[src/rtl/call_request_register_pkg.sv]
// Shared elevator constants: floor counts, floor index width, clear_dir encodings.
// Helper functions build per-floor bit masks for the call vectors.
package elevator_pkg;

  localparam int unsigned N_FLOORS_DEFAULT = 8;
  localparam int unsigned MAX_FLOORS       = 8;
  localparam int unsigned FLOOR_W          = 4;

  localparam logic [1:0] DIR_UP   = 2'b10;
  localparam logic [1:0] DIR_DOWN = 2'b01;

  function automatic logic [MAX_FLOORS-1:0] floor_mask(input int unsigned n);
    logic [MAX_FLOORS-1:0] m;
    m = '0;
    for (int unsigned i = 0; i < MAX_FLOORS; i++) begin
      m[i] = (i < n);
    end
    return m;
  endfunction

  function automatic logic [MAX_FLOORS-1:0] floor_bit(input logic [FLOOR_W-1:0] f);
    return MAX_FLOORS'(1) << f;
  endfunction

endpackage

[src/rtl/call_request_register_debouncer.sv]
// Single-input debouncer: sync flop, mismatch counter, debounced level and a
// one-cycle press pulse on each debounced rising transition.
module btn_debouncer #(
  parameter int unsigned DEBOUNCE_CYCLES = 4
) (
  input  logic clk,
  input  logic rst,
  input  logic raw,
  output logic level,
  output logic press
);

  localparam int unsigned CW = $clog2(DEBOUNCE_CYCLES);

  logic          sync_q;
  logic          level_q, level_d;
  logic          prev_q;
  logic          press_q;
  logic [CW-1:0] cnt_q, cnt_d;

  always_comb begin
    level_d = level_q;
    cnt_d   = '0;
    if (sync_q != level_q) begin
      if (cnt_q == CW'(DEBOUNCE_CYCLES - 1)) begin
        level_d = sync_q;
      end else begin
        cnt_d = cnt_q + CW'(1);
      end
    end
  end

  // Press comes from the registered level edge, so it trails the flip by one clock.
  always_ff @(posedge clk) begin
    if (rst) begin
      sync_q  <= 1'b0;
      level_q <= 1'b0;
      cnt_q   <= '0;
      prev_q  <= 1'b0;
      press_q <= 1'b0;
    end else begin
      sync_q  <= raw;
      level_q <= level_d;
      cnt_q   <= cnt_d;
      prev_q  <= level_q;
      press_q <= level_q & ~prev_q;
    end
  end

  assign level = level_q;
  assign press = press_q;

endmodule

[src/rtl/call_request_register.sv]
// Elevator call request register: debounces hall/cabin buttons and holds pending calls
// until served. Optional macro CALL_CANCEL_EN: cabin re-press cancels a pending cabin call.
module call_request_register
  import elevator_pkg::*;
#(
  parameter int unsigned N_FLOORS        = N_FLOORS_DEFAULT,
  parameter int unsigned DEBOUNCE_CYCLES = 4
) (
  input  logic                  clk,
  input  logic                  rst,
  input  logic [15:0]           sw,
  input  logic                  btnu,
  input  logic                  btnd,
  input  logic [FLOOR_W-1:0]    cur_floor,
  input  logic                  clear_valid,
  input  logic [1:0]            clear_dir,
  output logic [MAX_FLOORS-1:0] up_call,
  output logic [MAX_FLOORS-1:0] down_call,
  output logic [MAX_FLOORS-1:0] cabin_call,
  output logic                  any_call,
  output logic                  new_call
);

  localparam logic [MAX_FLOORS-1:0] VALID   = floor_mask(N_FLOORS);
  localparam logic [FLOOR_W-1:0]    NF_W    = FLOOR_W'(N_FLOORS);
  localparam logic [FLOOR_W-1:0]    TOP_W   = FLOOR_W'(N_FLOORS - 1);
  localparam int unsigned           N_INPUT = 2 + MAX_FLOORS;

  logic [N_INPUT-1:0]    raw_vec, press_vec, unused_level;
  logic [4:0]            unused_sw;
  logic [FLOOR_W-1:0]    hsel;
  logic [MAX_FLOORS-1:0] set_up, set_dn, set_cab, clr_cab, clr_up, clr_dn;
  logic [MAX_FLOORS-1:0] up_q, up_d, dn_q, dn_d, cab_q, cab_d;
  logic                  any_q, any_d, new_q, new_d;

  assign raw_vec   = {sw[15:8], btnd, btnu};
  assign unused_sw = sw[7:3];

  for (genvar g = 0; g < N_INPUT; g++) begin : g_deb
    btn_debouncer #(.DEBOUNCE_CYCLES(DEBOUNCE_CYCLES)) u_deb (
      .clk  (clk),
      .rst  (rst),
      .raw  (raw_vec[g]),
      .level(unused_level[g]),
      .press(press_vec[g])
    );
  end

  assign hsel = {1'b0, sw[2:0]};

  always_comb begin
    set_up  = '0;
    set_dn  = '0;
    clr_cab = '0;
    if (press_vec[0] && (hsel < NF_W) && (hsel != TOP_W)) set_up = floor_bit(hsel);
    if (press_vec[1] && (hsel < NF_W) && (hsel != '0))    set_dn = floor_bit(hsel);
    set_cab = press_vec[N_INPUT-1:2] & VALID;
    if (clear_valid && (cur_floor < NF_W)) clr_cab = floor_bit(cur_floor);
    clr_up = (|(clear_dir & DIR_UP))   ? clr_cab : '0;
    clr_dn = (|(clear_dir & DIR_DOWN)) ? clr_cab : '0;

    // Clear is applied after set so a same-cycle serve always wins.
    up_d  = (up_q | set_up) & ~clr_up & VALID;
    dn_d  = (dn_q | set_dn) & ~clr_dn & VALID;
`ifdef CALL_CANCEL_EN
    cab_d = (cab_q ^ set_cab) & ~clr_cab & VALID;
`else
    cab_d = (cab_q | set_cab) & ~clr_cab & VALID;
`endif
    new_d = |((up_d & ~up_q) | (dn_d & ~dn_q) | (cab_d & ~cab_q));
    any_d = |{up_d, dn_d, cab_d};
  end

  always_ff @(posedge clk) begin
    if (rst) begin
      up_q  <= '0;
      dn_q  <= '0;
      cab_q <= '0;
      any_q <= 1'b0;
      new_q <= 1'b0;
    end else begin
      up_q  <= up_d;
      dn_q  <= dn_d;
      cab_q <= cab_d;
      any_q <= any_d;
      new_q <= new_d;
    end
  end

  assign up_call    = up_q;
  assign down_call  = dn_q;
  assign cabin_call = cab_q;
  assign any_call   = any_q;
  assign new_call   = new_q;

endmodule
[config.mk]
export PLATFORM = sky130hd
export DESIGN_NAME = call_request_register
export DESIGN_NICKNAME = d
export VERILOG_FILES = /design/src/rtl/call_request_register_pkg.sv /design/src/rtl/call_request_register_debouncer.sv /design/src/rtl/call_request_register.sv
export SDC_FILE = /design/constraint.sdc
export NUM_CORES = 1
export LEC_CHECK = 0
export BUFFER_PORTS_ARGS = -buffer_cell sky130_fd_sc_hd__buf_2
export CAP_MARGIN = 20
export CELL_PAD_IN_SITES_DETAIL_PLACEMENT = 0
export CELL_PAD_IN_SITES_GLOBAL_PLACEMENT = 1
export CORE_ASPECT_RATIO = 1.2
export CORE_MARGIN = 4
export CORE_UTILIZATION = 47
export DETAILED_ROUTE_END_ITERATION = 10
export PLACE_DENSITY_LB_ADDON = 0.1
export SYNTH_ARGS = -nofsm -noshare
export SYNTH_HDL_FRONTEND = slang
export SYNTH_HIERARCHICAL = 1
export SYNTH_SLANG_ARGS = --single-unit
[constraint.sdc]
create_clock -name clk -period 4.1 [get_ports clk]
set_input_delay 0.205 -clock clk [delete_from_list [all_inputs] [get_ports clk]]
set_output_delay 0.205 -clock clk [all_outputs]
set_load 0.01 [all_outputs]
---- Word-level counts from Yosys, hierarchy flattened ----
Index checks and enable logic that the tools add are counted.
storage, ports and cells
  register bits after elaboration ......... 86
  latch bits .............................. 0
  RAM bits ................................ 0
  bits in read-only memories .............. 0
  bits of input ports ..................... 27
  output and inout bits ................... 26
  logic and storage cells ................. 170
  memories ................................ 0
operators by class
  add/sub/neg operators ................... 10
  multipliers ............................. 0
  div/mod/pow operators ................... 0
  order comparisons ....................... 2
  eq/ne operators ......................... 21
  shifts and indexed selects .............. 2
  mux-type cells .......................... 5
  bitwise operators ....................... 47
  reduce and logical (&&, ||, !) cells .... 28
operators with widths
  cell                                                                          count
  8-bit AND                                                                     6
  8-bit NOT                                                                     6
  8-bit two-way mux                                                             5
  8-bit OR                                                                      5
  3-bit OR reduction                                                            10
  24-bit OR reduction                                                           1
  2-bit by 1-bit adder with 2-bit output, second input constant                 10
  2-bit == test, second input constant                                          10
  1-bit NOT                                                                     20
  2-bit AND reduction                                                           10
  1-bit AND                                                                     10
  1-bit inequality test                                                         10
  8-bit OR reduction                                                            1
  1-bit by 3-bit << shifter with 8-bit output, first input constant             1
  1-bit by 4-bit << shifter with 8-bit output, first input constant             1
  1-bit logical AND                                                             5
  3-bit by 4-bit less-than comparator with 1-bit output, second input constant  1
  4-bit less-than comparator, second input constant                             1
  4-bit nonzero test                                                            1
  3-bit inequality test, second input constant                                  1

---- Logic depth before layout (Yosys ltp) ----
Gate-level depths: netlist (run 1).
  word-level depth ........................ 10
  depth in mapped cells ................... 7
  depth with buffers taken out ............ 5

---- By module ----
Netlist (run 1), hierarchy kept.
modules (own cells, without submodules)
  module                 times used  cells each  area each (sq um)  sequential area each (sq um)
  btn_debouncer          10          15          197.7              120.1
  call_request_register  1           198         1666.6             520.5

---- Worst setup path after synthesis (run 1) ----
OpenSTA, ideal clock, no wires.
  path type ............................... input-to-reg
  start point ............................. input cur_floor[1]
  end point ............................... register any_q, in the netlist any_call
  library setup time ...................... 0.138 ns
  arrival time ............................ 1.404 ns
  data required time ...................... 3.962 ns
  slack ................................... 2.558 ns
  stages on the path ...................... 7
  buffers on the path ..................... 2
  path through ............................ or3b_1 buf_2 buf_6 o32ai_4 o21ai_2 nor4_2 a41oi_1
on the way
  word-level cells in the longest chain between the ends .. 7
  elaborated cells between the ends (all ways) .. 13
  classes of those cells .................. order compare: 1; shift: 1; mux: 3; bitwise: 6; reduce/logical: 2
RTL lines
  element                                      line                                                      source
  from (decl)                                  call_request_register.sv:14                               input logic [FLOOR_W-1:0] cur_floor,
  4-bit less-than comparator                   call_request_register.sv:58                               if (clear_valid && (cur_floor < NF_W)) clr_cab = floor_bit(cur_floor);
  1-bit logical AND                            call_request_register.sv:58
  8-bit two-way mux *                          call_request_register.sv:58
  8-bit two-way mux, on equally long branches  call_request_register.sv:59, call_request_register.sv:60
  8-bit NOT, on equally long branches          call_request_register.sv:63, call_request_register.sv:64
  8-bit AND, on equally long branches          call_request_register.sv:63, call_request_register.sv:64
  24-bit OR reduction *                        call_request_register.sv:71                               any_d = |{up_d, dn_d, cab_d};
  to (signal assigned)                         call_request_register.sv:85                               any_q <= any_d;
  to (decl)                                    call_request_register.sv:34                               logic any_q, any_d, new_q, new_d;
Every way passes the cells marked *; elsewhere a longest branch is shown, timed or not.
A chain may end at the register's enable or synchronous reset.

---- Final worst setup path (run 1) ----
  start point ............................. register g_deb[0].u_deb.press_q
  end point ............................... register new_q, in the netlist new_call
on the way
  word-level cells in the longest chain between the ends .. 9
RTL lines
  element                          line                                   source
  from (decl)                      call_request_register_debouncer.sv:18  logic press_q;
  from (signal assigned)           call_request_register_debouncer.sv:46  press_q <= level_q & ~prev_q;
  1-bit logical AND (2 in series)  call_request_register.sv:55            if (press_vec[0] && (hsel < NF_W) && (hsel != TOP_W)) set_up = floor_bit(hsel);
  8-bit two-way mux                call_request_register.sv:55
  8-bit OR                         call_request_register.sv:63            up_d = (up_q | set_up) & ~clr_up & VALID;
  8-bit AND                        call_request_register.sv:63
  8-bit AND                        call_request_register.sv:70            new_d = |((up_d & ~up_q) | (dn_d & ~dn_q) | (cab_d & ~cab_q));
  8-bit OR (2 in series)           call_request_register.sv:70
  8-bit OR reduction               call_request_register.sv:70
  to (signal assigned)             call_request_register.sv:86            new_q <= new_d;
  to (decl)                        call_request_register.sv:34
Every way passes these cells.

==> Flow_metrics.wiki, run 1 <==
{| class="wikitable"
! Metric !! Value
|-
| Deepest clock path buffer count || 2
|-
| Run status || finished clean
|-
| DRC || 0
|-
| Fraction of the mapped netlist area in adder cells || between 3 and 4%
|-
| Final clock skew || 9.360 ps
|-
| Die width || just under 90 um
|-
| Number of buffer and inverter instances along the worst setup path || 0
|-
| Post-synthesis net count || 385
|-
| Data arrival time of the critical path || 2130 ps
|-
| Placeable Area || 7402 sq um
|-
| CTS H-Tree Depth || 3
|-
| Kind of launch point of the worst setup path || flip-flop
|-
| Nature of the critical path endpoint || flip-flop
|-
| Largest fanout on the critical path || 9
|-
| Leakage power of the design || 1.585 nW
|-
| Warnings, synthesis || 6
|-
| Number of antenna violations at the first check in global routing || 0
|-
| Crit path kind || flip-flop to flip-flop
|-
| Detail Placement HPWL || roughly 5600 um
|-
| Cell-by-cell trace of the critical path || nor4bb_1 > o211ai_1 > o2111ai_1 > and4b_1 > a41oi_1
|-
| Uppermost routed layer || met4
|-
| Share of the synthesized area in compound gates (AO/OA/AOI/OAI) || between 10 and 15%
|-
| Routed Antenna Nets || 0
|-
| Via Count || 2721
|-
| Total Negative Setup Slacks || 0 ps
|-
| Met3 layer wire length in the routed design || a little over 500 um
|-
| Most frequent standard cell in the layout excluding fill and tap cells || sky130_fd_sc_hd__dfxtp_1
|-
| Cell family with the largest share of critical-path delay || simple AND/OR/NAND/NOR gates
|-
| Total clock sinks || 86
|-
| Count of final setup violators || 0
|-
| Achievable clock frequency || 0.5363 GHz
|-
| Fill cells || 691
|-
| Detailed-route wire length per cell || around 16 um
|-
| Proportion of layout cells with a drive suffix above 1 || around a quarter
|-
| GR Util All Layers || 18.27%
|-
| Count of maximum capacitance violations || 0
|-
| Total routed wirelength || 7860 um
|-
| Crit path required time || 4370 ps
|-
| Synthesized cell area || 3643 sq um
|-
| Number of buffers inserted to repair setup after CTS || 0
|-
| Clock buffers created by TritonCTS || 9
|-
| Largest net degree at the start of global routing || 48
|-
| Maximum resistive drop on vdd || 0.0002089 V
|-
| Main combinational cell family by area after synthesis || simple AND/OR/NAND/NOR gates
|-
| Slowest cell on the critical path || sky130_fd_sc_hd__dfxtp_1
|-
| Post-cts repair resize count || 0
|-
| Count of port buffers added during placement || 47
|-
| Clock-pin slew on the worst setup and hold paths || about 90 ps
|-
| Initial Utilization || 49.22%
|-
| Max stage delay on crit path || 520 ps
|-
| First drt pass iteration count || 4
|-
| Endpoints failing hold || 0
|-
| Multi-input gate area || 1773 sq um
|-
| Power density cells || about 380 nW/um^2
|-
| Slew Viols, Final || 0
|-
| Headroom to the max-slew limit || 34.03%
|-
| Count of state elements after synthesis || 86
|-
| Number of buffers inserted by hold repair at cts || 0
|-
| Highest-count cells in the layout ignoring fill and taps || sky130_fd_sc_hd__dfxtp_1, sky130_fd_sc_hd__buf_2, sky130_fd_sc_hd__nor2_1
|-
| Iteration-0 DRC Markers || 175
|-
| Vias in the first global route || between 2000 and 3000
|-
| Post-synthesis share of cell area spent on and, or, nand and nor gates || 28.71%
|-
| DIE HEIGHT || 104.5 um
|-
| Primary FF master, synth || sky130_fd_sc_hd__dfxtp_1
|-
| Detailed-route vias per instance || 5.576
|-
| Post-place setup slack || roughly 2000 ps
|-
| Area of the die || 9231 sq um
|-
| First-pass GRT wire length || 13090 um
|-
| CTS tree || done
|-
| Row count || 34
|-
| Layout net count || 430
|-
| Xor and xnor fraction of the mapped netlist area || 2.404%
|-
| Final Worst Setup Slack || between 2000 and 2500 ps
|-
| Slew at the pin with the worst max-slew slack || 989.5 ps
|-
| Final worst-path cycle share || approximately 45%
|-
| Number of enable-type register cells in the synthesized netlist || 0
|-
| Min Clock Period, post-route || 1865 ps
|-
| Overall overflow remaining after global route || 0
|-
| Last weighted congestion value of the routability-driven placer || 0.8634
|-
| Antenna cell count || 0
|-
| Gate count of the mapped netlist || 348
|-
| Multiplexer fraction of the synthesized cell area || about 3.4%
|-
| Share of async-settable or async-resettable flops after synthesis || 0%
|-
| Post-synthesis to final-layout area growth || 12.71%
|-
| Syn avg cell area || 10.47 sq um
|-
| Library cells used by synthesis || 56
|-
| Detailed-route wire length on metal 1 || around 3400 um
|-
| Portion of the post-synthesis area used by sequential elements || 47.25%
|-
| # IOs || 53
|-
| Clock root buffer || sky130_fd_sc_hd__clkbuf_8
|-
| RSZ-0062 raised after global routing || false
|-
| Clock insertion delay at the later pin of the skew report || 360 ps
|-
| Wire length on met2 || 3685 um
|-
| Total area of sequential cells || 1722 sq um
|-
| Worst min path class || input pin to flip-flop
|}
worst register-to-register path, cell delays in order, from the launching register on:
cell and delay, ps:
sky130_fd_sc_hd__dfxtp_1 520, sky130_fd_sc_hd__nor4bb_1 480, sky130_fd_sc_hd__o211ai_1 160, sky130_fd_sc_hd__o2111ai_1 180
sky130_fd_sc_hd__and4b_1 240, sky130_fd_sc_hd__a41oi_1 210
stage by stage:
step                      total power, W  instance area [sq um]  cells  util (%)  hold WS (ps)
after floorplan                0.0009194                   3643    348         -         275.2
after global placement         0.0009464                   3899    472     52.67         371.4
after detailed placement       0.0009484                   3899    472     52.67         371.1
after CTS                       0.001565                   4106    488     55.48         35.79
after global routing            0.001612                   4106    488     55.48         40.32
final                           0.001547                   4106    488     55.48         51.31
final timing paths:
path / endpoint / cells after the start / slack (ps) / startpoint
min reg2reg: g_deb[9].u_deb/press$_SDFF_PP0_ / 1 / 380 / g_deb[9].u_deb/prev_q$_SDFF_PP0_
max reg2reg: new_call$_SDFF_PP0_ / 5 / 2240 / g_deb[0].u_deb/press$_SDFF_PP0_
max: new_call$_SDFF_PP0_ / 5 / 2240 / g_deb[0].u_deb/press$_SDFF_PP0_
min: g_deb[8].u_deb/sync_q$_SDFF_PP0_ / 2 / 50 / sw[14]
power by group:
group          internal (W)  switching, W   total, W
registers          0.000845    0.00000601   0.000851
clock network      0.000306      0.000313   0.000619
logic             0.0000265     0.0000507  0.0000773
total               0.00118      0.000369    0.00155
layer usage:
| layer | vias to the layer above | track usage (%) |
|---|---|---|
| met3 | 24 | 3.724 |
| met2 | 86 | 28.72 |
| met1 | 1250 | 23.40 |
| li1 | 1361 | - |
| met5 | - | 0 |
| met4 | 0 | 9.071 |
cells by family (layout without fill, tap and decap cells):
| family | after synthesis | after routing |
|---|---|---|
| buffers and inverters | 27 | 77 |
| DFF | 86 | 86 |
| adders and majority gates | 10 | 10 |
| muxes | 12 | 12 |
| AOI/OAI and AO/OA | 52 | 52 |
| and+or+nand+nor | 151 | 151 |
| xor gates and xnor gates | 10 | 10 |
cells in the mapped netlist (all sizes together), types with 6 or more instances:
master   n  area, sq um
dfxtp   86         1722
nor3     6        30.03
nor2b   36        250.2
xnor2   10        87.58
nand2b   7        43.79
o211ai   6        45.04
nor2    37        138.9
ha      10        125.1
nor4    14        93.84
inv     13        48.80
o22ai   13        87.58
mux2i   10        100.1
a21oi    6        30.03
nor4b   13        191.4
buf     10        83.83
and4b    6        60.06
registers in the layout (all words and copies together), names as in the netlist, 8 cells and up:
register	flops
g_deb.u_deb/prev_q	10
up_call	8
cabin_call	8
down_call	8
g_deb.u_deb/press	10
g_deb.u_deb/level	10
g_deb.u_deb/cnt_q	20
g_deb.u_deb/sync_q	10
final cells by class:
| class | instances | area share (%) |
|---|---|---|
| Clock inverter | 5 | 1.615 |
| Inverter | 13 | 1.188 |
| Timing Repair Buffer | 48 | 5.911 |
| Multi-Input combinational cell | 235 | 43.17 |
| Tap cell | 90 | 2.742 |
| Sequential cell | 86 | 41.93 |
| Clock buffer | 11 | 3.443 |
Note: power is estimated with default switching activity, not from simulation.
==> run 2, diff against run 1 <==
--- a/config.mk
+++ b/config.mk
@@ -5,13 +5,14 @@
 export SDC_FILE = /design/constraint.sdc
 export NUM_CORES = 1
 export LEC_CHECK = 0
+export ABC_AREA = 1
 export BUFFER_PORTS_ARGS = -buffer_cell sky130_fd_sc_hd__buf_2
 export CAP_MARGIN = 20
 export CELL_PAD_IN_SITES_DETAIL_PLACEMENT = 0
 export CELL_PAD_IN_SITES_GLOBAL_PLACEMENT = 1
 export CORE_ASPECT_RATIO = 1.2
 export CORE_MARGIN = 4
-export CORE_UTILIZATION = 47
+export CORE_UTILIZATION = 41
 export DETAILED_ROUTE_END_ITERATION = 10
 export PLACE_DENSITY_LB_ADDON = 0.1
 export SYNTH_ARGS = -nofsm -noshare
==> constraint.sdc (replaced) <==
create_clock -name clk -period 1.8 [get_ports clk]
set_input_delay 0.09 -clock clk [delete_from_list [all_inputs] [get_ports clk]]
set_output_delay 0.09 -clock clk [all_outputs]
set_load 0.01 [all_outputs]
==> Flow_metrics.wiki, run 2 <==
{| class="wikitable"
! Metric !! Value
|-
| Slew at the pin with the worst max-slew slack || 379.3 ps (-610.2 ps)
|-
| Min Clock Period, post-route || 1409 ps (-455.9 ps)
|-
| Post-cts repair resize count || 0 (unchanged)
|-
| Row count || 36 (+5.9%)
|-
| Switching Power || 0.0007912 W (+110%)
|-
| DRC || 0 (unchanged)
|-
| Switching Share || 21.27% (-2.6 points)
|-
| Detail Placement HPWL || 5287 um (-5.3%)
|-
| Antenna cell count || 0 (unchanged)
|-
| Flip-flop count of the largest register after layout || 20 (unchanged)
|-
| First-pass GRT wire length || 11590 um (-11%)
|-
| Nature of the critical path endpoint || flip-flop
|-
| Warnings, synthesis || 6 (unchanged)
|-
| Routed Antenna Nets || 0 (unchanged)
|-
| Cell family with the largest share of critical-path delay || simple AND/OR/NAND/NOR gates
|-
| Number of enable-type register cells in the synthesized netlist || 0 (unchanged)
|-
| Largest register by flop count || g_deb.u_deb/cnt_q
|-
| Achievable clock frequency || 0.7099 GHz (+32%)
|-
| Overall overflow remaining after global route || 0 (unchanged)
|-
| Vias in the first global route || 2598 (-1.4%)
|-
| Slew Viols, Final || 0 (unchanged)
|-
| Internal power summed over all cells || 0.002929 W (+150%)
|-
| Count of port buffers added during placement || 47 (unchanged)
|-
| Layout net count || 565 (+31%)
|-
| Leakage power of the design || 1.990 nW (+26%)
|-
| Total clock sinks || 86 (unchanged)
|-
| Highest-count cells in the layout ignoring fill and taps || sky130_fd_sc_hd__nor2_1, sky130_fd_sc_hd__dfxtp_1, sky130_fd_sc_hd__inv_1
|-
| Iteration-0 DRC Markers || 121 (-31%)
|-
| # IOs || 53 (unchanged)
|-
| Portion of the post-synthesis area used by sequential elements || 48.55% (+1.3 points)
|-
| Run status || finished clean
|-
| Number of buffers inserted to repair setup after CTS || 0 (unchanged)
|-
| Die width || 92.90 um (+5.1%)
|-
| Count of state elements after synthesis || 86 (unchanged)
|-
| Count of final setup violators || 0 (unchanged)
|-
| Detailed-route wire length per cell || 11.02 um (-32%)
|-
| GR Util All Layers || 14.51% (-3.8 points)
|-
| Number of buffers inserted by hold repair at cts || 10 (+10)
|-
| Post-synthesis net count || 501 (+30%)
|-
| Leading cell type by number of instances after synthesis || sky130_fd_sc_hd__nor2_1
|-
| Total Negative Setup Slacks || 0 ps (unchanged)
|-
| Via Count || 2896 (+6.4%)
|-
| Largest fanout on the critical path || 7 (-2)
|-
| Max stage delay on crit path || 300 ps (-220 ps)
|-
| Crit path kind || flip-flop to flip-flop
|-
| Most area-consuming cells after synthesis || sky130_fd_sc_hd__dfxtp_1, sky130_fd_sc_hd__nor2_1, sky130_fd_sc_hd__inv_1
|-
| Share of power burned in combinational logic || 5.0% (about the same)
|-
| Slowest cell on the critical path || sky130_fd_sc_hd__dfxtp_1
|-
| Total routed wirelength || 7129 um (-9.3%)
|-
| Total power draw || 0.003720 W (+140%)
|-
| Most frequent standard cell in the layout excluding fill and tap cells || sky130_fd_sc_hd__nor2_1
|-
| Number of antenna violations at the first check in global routing || 0 (unchanged)
|-
| Commonest cells in the netlist || sky130_fd_sc_hd__nor2_1, sky130_fd_sc_hd__dfxtp_1, sky130_fd_sc_hd__inv_1, sky130_fd_sc_hd__nand2_1, sky130_fd_sc_hd__nand3_1
|-
| Maximum resistive drop on vdd || 0.0004566 V (+120%)
|-
| Area of the die || 10210 sq um (+11%)
|-
| Placeable Area || 8288 sq um (+12%)
|-
| Library cells used by synthesis || 20 (-64%)
|-
| Crit path required time || 2020 ps (-2350 ps)
|-
| Deepest clock path buffer count || 2 (unchanged)
|-
| Initial Utilization || 42.78% (-6.4 points)
|-
| Clock-pin slew on the worst setup and hold paths || 90 ps (about the same)
|-
| Proportion of layout cells with a drive suffix above 1 || 20.45% (-3.2 points)
|-
| Power density cells || 879.4 nW/um^2 (+130%)
|-
| Count of maximum capacitance violations || 0 (unchanged)
|-
| Final worst-path cycle share || 78.26% (+33 points)
|-
| Area share of the leading cell type in the synthesized netlist || 48.55% (+1.3 points)
|-
| Share of async-settable or async-resettable flops after synthesis || 0% (unchanged)
|-
| Detailed-route vias per instance || 4.476 (-20%)
|-
| Library cell appearing most often on the critical path || sky130_fd_sc_hd__nor2_1
|-
| Gate count of the mapped netlist || 464 (+33%)
|-
| Endpoints failing hold || 0 (unchanged)
|-
| Cell-by-cell trace of the critical path || inv_1 > nor2_1 > o21ai_0 > nand2_1 > nor2_1 > nand3_1 > nor2_1 > nor2_1
|-
| Synthesized cell area || 3546 sq um (-2.7%)
|-
| Largest net degree at the start of global routing || 77 (+60%)
|-
| Clock insertion delay at the later pin of the skew report || 340 ps (-20 ps)
|-
| Clock buffers created by TritonCTS || 9 (unchanged)
|-
| Syn avg cell area || 7.642 sq um (-27%)
|-
| CTS tree || done
|-
| Sequential group share of total power || 52.2% (-2.8 points)
|-
| Data arrival time of the critical path || 1630 ps (-500 ps)
|-
| Clock root buffer || sky130_fd_sc_hd__clkbuf_8
|-
| First drt pass iteration count || 4 (unchanged)
|-
| Post-synthesis to final-layout area growth || 19.30%
|-
| DIE HEIGHT || 109.9 um (+5.2%)
|-
| RSZ-0062 raised after global routing || false
|-
| Clock network fraction of total power || 42.8% (+2.8 points)
|-
| Primary FF master, synth || sky130_fd_sc_hd__dfxtp_1
|-
| Headroom to the max-slew limit || 74.71% (+41 points)
|-
| Final clock skew || 10.27 ps (+0.9115 ps)
|-
| Number of buffer and inverter instances along the worst setup path || 1 (+1)
|-
| Kind of launch point of the worst setup path || flip-flop
|-
| Last weighted congestion value of the routability-driven placer || 0.8030 (-7.0%)
|-
| Worst min path class || input pin to flip-flop
|-
| CTS H-Tree Depth || 3 (unchanged)
|-
| Leading area contributor after synthesis || sky130_fd_sc_hd__dfxtp_1
|}
-- run 2: cell count changes in the layout (fill, tap and decap cells not counted), sizes merged, moves of 18 or more --
cell	before	now
o21ai	4	22
nor2	37	129
nor2b	36	0
nand3	4	39
nand2	5	62
inv	15	74
-- run 2: power by group through the flow --
stage,registers (W),clock network (W),logic [W]
2_1_floorplan,0.00198,0,0.000106
5_1_grt,0.00195,0.00173,0.000214
4_1_cts,0.00194,0.00165,0.000189
3_3_place_gp,0.00199,0,0.000167
6_report,0.00194,0.00159,0.000187
3_5_place_dp,0.00199,0,0.000173
-- run 2: final timing paths --
check | startpoint | endpoint | slack, ps | depth (start not counted)
max | g_deb[1].u_deb/press$_SDFF_PP0_ | any_call$_SDFF_PP0_ | 390 | 8
min reg2reg | g_deb[0].u_deb/prev_q$_SDFF_PP0_ | g_deb[0].u_deb/press$_SDFF_PP0_ | 380 | 1
max reg2reg | g_deb[1].u_deb/press$_SDFF_PP0_ | any_call$_SDFF_PP0_ | 390 | 8
min | clear_dir[0] | down_call[0]$_SDFF_PP0_ | 170 | 4
-- run 2: stage by stage --
| step | worst slack (ps) | utilization (%) | hold WS, ps | std cells | cell area [sq um] |
|---|---|---|---|---|---|
| detailed placement | 350.5 | 46.95 | 296.1 | 621 | 3891 |
| finish | 391.4 | 51.04 | 175.0 | 647 | 4230 |
| global placement | 355.4 | 46.95 | 290.3 | 621 | 3891 |
| CTS | 375.7 | 51.04 | 167.9 | 647 | 4230 |
| global route | 191.1 | 51.04 | 205.1 | 647 | 4230 |
| floorplan | 663.3 | - | 161.2 | 464 | 3546 |
-- run 2: per-layer routing --
layer,wire [um],track usage [%]
met1,3311,17.67
met2,3336,24.45
met3,379,3.901
met4,102,5.654
met5,0,0
-- run 2: cell families after synthesis --
kind of cell    after synthesis  share of synthesized area [%]
simple gates                266                          34.97
flops                        86                          48.55
buf+inv                      80                          9.527
compound gates               22                          3.423
fa+ha+maj                    10                          3.529
-- run 2: tightest hold or removal path, stage by stage --
cell                      delay, ps
sky130_fd_sc_hd__buf_2          160
sky130_fd_sc_hd__nand3_1        100
sky130_fd_sc_hd__nand2_1         60
sky130_fd_sc_hd__nor2_1          70
-- run 2: final cells by class --
type / instances / area [sq um]
Sequential cell: 86 / 1722
Fill cell: 870 / 4058
Inverter: 74 / 277.8
Tap cell: 114 / 142.6
Clock buffer: 11 / 131.4
Multi-Input combinational cell: 298 / 1486
Timing Repair Buffer: 59 / 362.8
Clock inverter: 5 / 107.6
